===== config.mk =====
export PLATFORM = sky130hd
export DESIGN_NAME = trap_sequencer
export DESIGN_NICKNAME = d
export VERILOG_FILES = /design/src/rtl/trap_pkg.sv /design/src/rtl/trap_prio_enc.sv /design/src/rtl/trap_sequencer.sv
export SDC_FILE = /design/constraint.sdc
export NUM_CORES = 1
export LEC_CHECK = 0
export CAP_MARGIN = 10
export CORE_AREA = 2 2 131 133
export CTS_BUF_LIST = sky130_fd_sc_hd__clkbuf_4
export DETAILED_ROUTE_END_ITERATION = 8
export DIE_AREA = 0 0 133 135
export PLACE_DENSITY = 0.73
export SYNTH_ARGS = -nofsm -noshare
export SYNTH_HDL_FRONTEND = slang
export SYNTH_SLANG_ARGS = --single-unit
export TNS_END_PERCENT = 10

===== constraint.sdc =====
create_clock -name clk -period 2.9 [get_ports clk]
set_input_delay 0.58 -clock clk [delete_from_list [all_inputs] [get_ports clk]]
set_output_delay 0.58 -clock clk [all_outputs]
set_load 0.05 [all_outputs]

===== src/rtl/trap_pkg.sv =====
// Shared cause codes, privilege encodings and state types for the M-mode trap sequencer.
package trap_pkg;

    localparam int unsigned CAUSE_W = 4;

    localparam logic [CAUSE_W-1:0] CAUSE_IF_MISALIGN = 4'd0;
    localparam logic [CAUSE_W-1:0] CAUSE_ILLEGAL     = 4'd2;
    localparam logic [CAUSE_W-1:0] CAUSE_BREAKPOINT  = 4'd3;
    localparam logic [CAUSE_W-1:0] CAUSE_LD_MISALIGN = 4'd4;
    localparam logic [CAUSE_W-1:0] CAUSE_ST_MISALIGN = 4'd6;
    localparam logic [CAUSE_W-1:0] CAUSE_ECALL_U     = 4'd8;
    localparam logic [CAUSE_W-1:0] CAUSE_ECALL_M     = 4'd11;

    localparam logic [CAUSE_W-1:0] IRQ_MSI = 4'd3;
    localparam logic [CAUSE_W-1:0] IRQ_MTI = 4'd7;
    localparam logic [CAUSE_W-1:0] IRQ_MEI = 4'd11;

    // Bit positions of the interrupt sources inside mie/mip
    localparam int unsigned IRQ_MSI_BIT = 3;
    localparam int unsigned IRQ_MTI_BIT = 7;
    localparam int unsigned IRQ_MEI_BIT = 11;

    localparam logic [1:0] PRIV_U = 2'b00;
    localparam logic [1:0] PRIV_M = 2'b11;

    typedef enum logic [1:0] {
        ST_IDLE,
        ST_TRAP,
        ST_RET,
        ST_REDIR
    } state_e;

    typedef enum logic [1:0] {
        TVAL_ZERO,
        TVAL_INST,
        TVAL_ADDR,
        TVAL_PC
    } tval_sel_e;

endpackage


===== src/rtl/trap_prio_enc.sv =====
// Combinational trap arbiter: picks the winning interrupt or exception by RISC-V priority.
module trap_prio_enc
    import trap_pkg::*;
(
    input  logic               exc_if_misalign,
    input  logic               exc_illegal,
    input  logic               exc_ebreak,
    input  logic               exc_ecall,
    input  logic               exc_ld_misalign,
    input  logic               exc_st_misalign,
    input  logic               irq_msi,
    input  logic               irq_mti,
    input  logic               irq_mei,
    input  logic [1:0]         priv_mode,
    output logic               take_c,
    output logic               is_irq_c,
    output logic [CAUSE_W-1:0] cause_c,
    output tval_sel_e          tval_sel_c
);

    // Interrupts (already enable-qualified) outrank every synchronous exception
    always_comb begin
        take_c     = 1'b1;
        is_irq_c   = 1'b0;
        cause_c    = '0;
        tval_sel_c = TVAL_ZERO;
        if (irq_mei) begin
            is_irq_c = 1'b1;
            cause_c  = IRQ_MEI;
        end else if (irq_msi) begin
            is_irq_c = 1'b1;
            cause_c  = IRQ_MSI;
        end else if (irq_mti) begin
            is_irq_c = 1'b1;
            cause_c  = IRQ_MTI;
        end else if (exc_ebreak) begin
            cause_c    = CAUSE_BREAKPOINT;
            tval_sel_c = TVAL_PC;
        end else if (exc_if_misalign) begin
            cause_c    = CAUSE_IF_MISALIGN;
            tval_sel_c = TVAL_PC;
        end else if (exc_illegal) begin
            cause_c    = CAUSE_ILLEGAL;
            tval_sel_c = TVAL_INST;
        end else if (exc_ecall) begin
            cause_c = (priv_mode == PRIV_U) ? CAUSE_ECALL_U : CAUSE_ECALL_M;
        end else if (exc_ld_misalign) begin
            cause_c    = CAUSE_LD_MISALIGN;
            tval_sel_c = TVAL_ADDR;
        end else if (exc_st_misalign) begin
            cause_c    = CAUSE_ST_MISALIGN;
            tval_sel_c = TVAL_ADDR;
        end else begin
            take_c = 1'b0;
        end
    end

endmodule


===== src/rtl/trap_sequencer.sv =====
// M-mode trap/mret sequencer: arbitrates the committing instruction, strobes the CSR file,
// then stalls/flushes and redirects the PC to mtvec or mepc.
module trap_sequencer
    import trap_pkg::*;
#(
    parameter int unsigned XLEN        = 32,
    parameter bit          VECTORED_EN = 1'b1
) (
    input  logic               clk,
    input  logic               reset,
    input  logic               inst_valid,
    input  logic [XLEN-1:0]    inst_pc,
    input  logic [31:0]        inst_word,
    input  logic [XLEN-1:0]    mem_addr,
    input  logic               exc_if_misalign,
    input  logic               exc_illegal,
    input  logic               exc_ebreak,
    input  logic               exc_ecall,
    input  logic               exc_ld_misalign,
    input  logic               exc_st_misalign,
    input  logic               is_mret,
    input  logic [1:0]         priv_mode,
    input  logic               mstatus_mie,
    input  logic [XLEN-1:0]    mie,
    input  logic [XLEN-1:0]    mip,
    input  logic [XLEN-1:0]    mtvec,
    input  logic [XLEN-1:0]    mepc,
    output logic               csr_trap,
    output logic               csr_mret,
    output logic [CAUSE_W-1:0] trap_cause,
    output logic               trap_irq,
    output logic [XLEN-1:0]    trap_epc,
    output logic [XLEN-1:0]    trap_tval,
    output logic               stall,
    output logic               flush,
    output logic               redirect_valid,
    output logic [XLEN-1:0]    redirect_pc
);

    state_e             state_q, state_d;
    logic               csr_trap_q, csr_trap_d;
    logic               csr_mret_q, csr_mret_d;
    logic               stall_q, stall_d;
    logic               flush_q, flush_d;
    logic               redirect_valid_q, redirect_valid_d;
    logic [CAUSE_W-1:0] trap_cause_q, trap_cause_d;
    logic               trap_irq_q, trap_irq_d;
    logic [XLEN-1:0]    trap_epc_q, trap_epc_d;
    logic [XLEN-1:0]    trap_tval_q, trap_tval_d;
    logic [XLEN-1:0]    redirect_pc_q, redirect_pc_d;

    logic [XLEN-1:0]    irq_pend;
    logic               irq_en;
    logic               pend_unused;
    logic               take;
    logic               is_irq;
    logic [CAUSE_W-1:0] cause;
    tval_sel_e          tval_sel;
    logic [XLEN-1:0]    tval_mux;
    logic [XLEN-1:0]    trap_target;

    // Interrupts are always enabled below M; in M they need mstatus.MIE
    assign irq_pend    = mie & mip;
    assign irq_en      = (priv_mode == PRIV_U) || mstatus_mie;
    assign pend_unused = ^{irq_pend[XLEN-1:12], irq_pend[10:8], irq_pend[6:4], irq_pend[2:0]};

    trap_prio_enc u_prio_enc (
        .exc_if_misalign (exc_if_misalign),
        .exc_illegal     (exc_illegal),
        .exc_ebreak      (exc_ebreak),
        .exc_ecall       (exc_ecall),
        .exc_ld_misalign (exc_ld_misalign),
        .exc_st_misalign (exc_st_misalign),
        .irq_msi         (irq_en & irq_pend[IRQ_MSI_BIT]),
        .irq_mti         (irq_en & irq_pend[IRQ_MTI_BIT]),
        .irq_mei         (irq_en & irq_pend[IRQ_MEI_BIT]),
        .priv_mode       (priv_mode),
        .take_c          (take),
        .is_irq_c        (is_irq),
        .cause_c         (cause),
        .tval_sel_c      (tval_sel)
    );

    always_comb begin
        tval_mux = '0;
        case (tval_sel)
            TVAL_INST: tval_mux = XLEN'(inst_word);
            TVAL_ADDR: tval_mux = mem_addr;
            TVAL_PC:   tval_mux = inst_pc;
            default:   tval_mux = '0;
        endcase
    end

    // mtvec is read in TRAP, so a same-cycle CSR write to it is already visible
    always_comb begin
        trap_target = {mtvec[XLEN-1:2], 2'b00};
        if (VECTORED_EN && trap_irq_q && (mtvec[1:0] == 2'b01)) begin
            trap_target = trap_target + XLEN'({trap_cause_q, 2'b00});
        end
    end

    always_comb begin
        state_d       = state_q;
        trap_cause_d  = trap_cause_q;
        trap_irq_d    = trap_irq_q;
        trap_epc_d    = trap_epc_q;
        trap_tval_d   = trap_tval_q;
        redirect_pc_d = redirect_pc_q;
        case (state_q)
            ST_IDLE: begin
                if (inst_valid && take) begin
                    state_d      = ST_TRAP;
                    trap_cause_d = cause;
                    trap_irq_d   = is_irq;
                    trap_epc_d   = inst_pc;
                    trap_tval_d  = tval_mux;
                end else if (inst_valid && is_mret) begin
                    state_d = ST_RET;
                end
            end
            ST_TRAP: begin
                state_d       = ST_REDIR;
                redirect_pc_d = trap_target;
            end
            ST_RET: begin
                state_d       = ST_REDIR;
                redirect_pc_d = mepc;
            end
            ST_REDIR: state_d = ST_IDLE;
            default:  state_d = ST_IDLE;
        endcase
        // Outputs registered from the next state so they align with the state they describe
        csr_trap_d       = (state_d == ST_TRAP);
        csr_mret_d       = (state_d == ST_RET);
        redirect_valid_d = (state_d == ST_REDIR);
        stall_d          = (state_d != ST_IDLE);
        flush_d          = (state_d != ST_IDLE);
    end

    always_ff @(posedge clk) begin
        if (reset) begin
            state_q          <= ST_IDLE;
            csr_trap_q       <= 1'b0;
            csr_mret_q       <= 1'b0;
            stall_q          <= 1'b0;
            flush_q          <= 1'b0;
            redirect_valid_q <= 1'b0;
            trap_cause_q     <= '0;
            trap_irq_q       <= 1'b0;
            trap_epc_q       <= '0;
            trap_tval_q      <= '0;
            redirect_pc_q    <= '0;
        end else begin
            state_q          <= state_d;
            csr_trap_q       <= csr_trap_d;
            csr_mret_q       <= csr_mret_d;
            stall_q          <= stall_d;
            flush_q          <= flush_d;
            redirect_valid_q <= redirect_valid_d;
            trap_cause_q     <= trap_cause_d;
            trap_irq_q       <= trap_irq_d;
            trap_epc_q       <= trap_epc_d;
            trap_tval_q      <= trap_tval_d;
            redirect_pc_q    <= redirect_pc_d;
        end
    end

    assign csr_trap       = csr_trap_q;
    assign csr_mret       = csr_mret_q;
    assign stall          = stall_q;
    assign flush          = flush_q;
    assign redirect_valid = redirect_valid_q;
    assign trap_cause     = trap_cause_q;
    assign trap_irq       = trap_irq_q;
    assign trap_epc       = trap_epc_q;
    assign trap_tval      = trap_tval_q;
    assign redirect_pc    = redirect_pc_q;

endmodule


==> results.toml <==
[synth]
synth_cell_type_count = 64
synthesis.area_um2 = 5400
synth-seq-cells = 107
yosys_most_used_dff = "dfxtp_1"
yosys-top-cells-area = "dfxtp_1, nand2_1, a221oi_1, o2bb2ai_1, a21oi_1"
ys_seq_area_frac = 0.397
synth_edf_count = 0
synth_top_cell_area_share = 0.397
postSynthCellCount = 610
post_synth.cell_area_avg_um2 = 8.84
synth_top_area_cell = "dfxtp_1"
synth.net_count = 854
yosysWarnings = 0
synthArstFlopShare = 0

[global_route]
grt_pass1_wl_um = 30300
top_usage_layer = "met2"
grt_use_met3 = 0.0694
grt.total_usage = 0.215
antenna_found_initial = 1
met1_usage = 0.255
grt_start_max_net_pins = 52
overflow = 0
use_met2 = 0.363
first_global_vias = 5545

[timing]
clock.fmax_mhz = 418
min_period_ns = 2.39
tightest_slew_ns = 0.897
finalMaxSlewViolations = 0
hold_violations = 0
finalSetupViolations = 0
rsz0062_at_grt = "false"
finalClockSkew_ns = 0.0170
fin_setup_tns_ns = 0
max_slew_margin = 0.401
finalCritPeriodShare = 0.825

[job]
cap_violations = 0

[setup_path]
critical_path.top_delay_family = "adder cells"
critPathRequiredTime_ns = 3.31
start_kind = "input port"
crit_fanout = 9
path_class = "input port to flip-flop"
worstPathCellList = "clkdlybuf4s50_1 -> ha_1 -> fa_1 -> a211oi_1 -> or2_1 -> buf_12 -> nor3_1 -> xnor2_1 -> a211oi_1"
cp_common_cell = "a211oi_1"
critPathCaptureType = "flip-flop"
slowest_stage = "clkdlybuf4s50_1"
cp-startpoint = "mtvec[2]"
arrival_ns = 2.80
worstReg2RegStart = "trap_cause[0]$_SDFFE_PP0P_"
critPathBufInv = 2
critical-path-max-stage-delay_ns = 0.42

[cts]
cts_resized = 0
clk_pin_slew_ns = 0.16
insertion_delay_ns = 0.49
cts_buffers = 9
post_cts_buffers = 0
clock_path_buffers = 2
hold_buffers = 0
cts-root-buf = "clkbuf_4"
htree_num_levels = 3
clkSinkCount = 107
tritoncts = "done"

[detailed_routing]
via_per_inst = 5.17
wl_um = 19600
drtPass1Iterations = 4
drc = 0
wl_per_cell_um = 17.8
drt_iter0_markers = 219
ant_nets = 0
via_count = 5684

[power_and_ir_drop]
p_int_w = 0.00255
p_leak_nw = 3.06
combPwrFrac = 0.398
p_seq_frac = 0.408
p_sw_w = 0.00160
switching_share = 0.385
power.total_w = 0.00416
peakVddDrop_v = 0.000295
power_density_nw_per_um2 = 487
pwr-share-clk = 0.194

[placed_design]
post-dp-hpwl_um = 14900
portBuffers = 284
place_area_um2 = 8390
place.gp.congestion = 0.813
dp.cells = 1082

[finish]
multi_input_area_um2 = 2930
design_area_um2 = 8530
fin_nets = 1117
final_layout_size_suffix_gt1_frac = 0.0695
nFillCells = 1567
stdcell_count = 1099
syn_to_final_growth_pct = 58.1
regArea_um2 = 2140

[floorplan]
start_util = 0.329
die_h_um = 135
rows = 47
die_x_um = 133
ios = 343
die_area_um2 = 18000
fp.coreArea_um2 = 16400

[worst_hold_path]
hp-start = "reset"
hp-class = "input port to flip-flop"

[status]
outcome = "finished, final reports clean"
[final cells by class]
cell class                 instances  area share
antenna                            1    0.000293
inverter                           7     0.00308
timing repair buffer             304       0.353
tap                              220      0.0323
multi-input combinational        444       0.344
sequential                       107       0.251
clock buffer                       9     0.00792
clock inverter                     7     0.00865
[path summary, 6_finish.rpt]
check                                 end  slack, ns  cells after the start
max          redirect_pc[22]$_SDFFE_PP0P_       0.51                      9
min          redirect_pc[14]$_SDFFE_PP0P_       0.42                      2
max reg2reg  redirect_pc[22]$_SDFFE_PP0P_       0.68                      8
min reg2reg      trap_epc[4]$_SDFFE_PP0P_       0.47                      2
[logic make-up after synthesis]
group | after synthesis | synth area share
simple gates | 211 | 0.213
compound gates | 195 | 0.258
flops | 107 | 0.397
buf+inv | 59 | 0.0628
xor+xnor | 26 | 0.0422
fa+ha+maj | 7 | 0.0176
mux | 5 | 0.00951
[placed cells by master, fill, tap and decap left out, drive strengths merged, types with 4 or more instances in the layout]
cell type / instances
buf: 21
dfxtp: 107
nor3b: 4
inv: 9
a211oi: 15
clkdlybuf4s50: 283
and2: 4
nand3b: 5
and3: 40
nor2: 30
xnor2: 24
nand3: 6
nor3: 18
o22ai: 21
a21oi: 52
o21ai: 10
nand2: 82
o2bb2ai: 32
ha: 6
clkbuf: 9
a22oi: 16
nand4: 4
nor4b: 4
mux2i: 4
a221oi: 32
[worst register-to-register path: stages (launching register included)]
cell and delay (ns):
dfxtp_1 0.37, ha_1 0.22, fa_1 0.42, a211oi_1 0.38
or2_1 0.20, buf_12 0.14, nor3_1 0.07, xnor2_1 0.13
a211oi_1 0.21
[synthesized netlist by cell type, types with 3 or more instances]
| cell type | count |
|---|---|
| nand4_1 | 3 |
| dfxtp_1 | 107 |
| nor2_1 | 29 |
| nand3b_1 | 4 |
| buf_6 | 13 |
| xnor2_1 | 24 |
| inv_1 | 7 |
| and2_1 | 4 |
| a21oi_1 | 51 |
| nand2_1 | 82 |
| o2bb2ai_1 | 32 |
| nand3_1 | 6 |
| clkbuf_1 | 27 |
| buf_4 | 3 |
| ha_1 | 6 |
| and3_1 | 39 |
| nor3b_1 | 4 |
| buf_2 | 7 |
| a211oi_1 | 15 |
| a22oi_1 | 15 |
| nor3_1 | 14 |
| o22ai_1 | 21 |
| mux2i_1 | 4 |
| nor4b_2 | 3 |
| a221oi_1 | 32 |
| o21ai_0 | 9 |
| nor3_2 | 4 |
[power by group through the flow]
| stage | clock network, W | logic [W] | registers, W |
|---|---|---|---|
| 3_3_place_gp | 0 | 0.00165 | 0.00172 |
| 2_1_floorplan | 0 | 0.000524 | 0.00219 |
| 6_report | 0.000804 | 0.00165 | 0.00170 |
| 4_1_cts | 0.000830 | 0.00166 | 0.00170 |
| 5_1_grt | 0.000895 | 0.00176 | 0.00171 |
| 3_5_place_dp | 0 | 0.00166 | 0.00173 |
[per-layer routing]
metal	part of all wire	vias to the layer above
met5	0	-
met4	0.027	0
met1	0.41	2621
met3	0.088	28
met2	0.47	230
li1	-	2805
[state kept, by name, summed over array words and instances, names as in the netlist]
register	count
state_q	2
trap_epc	32
redirect_valid	1
csr_mret	1
redirect_pc	32
trap_tval	32
csr_trap	1
flush	1
trap_irq	1
trap_cause	4
[through the flow]
stage	hold slack, ns	setup slack, ns	utilization
5_1_grt	0.390	0.337	0.520
3_5_place_dp	0.446	0.0180	0.511
4_1_cts	0.392	0.485	0.520
6_report	0.418	0.508	0.520
2_1_floorplan	0.561	0.631	-
3_3_place_gp	0.440	0.0171	0.511
No activity file was read; power rests on OpenSTA's default activity.
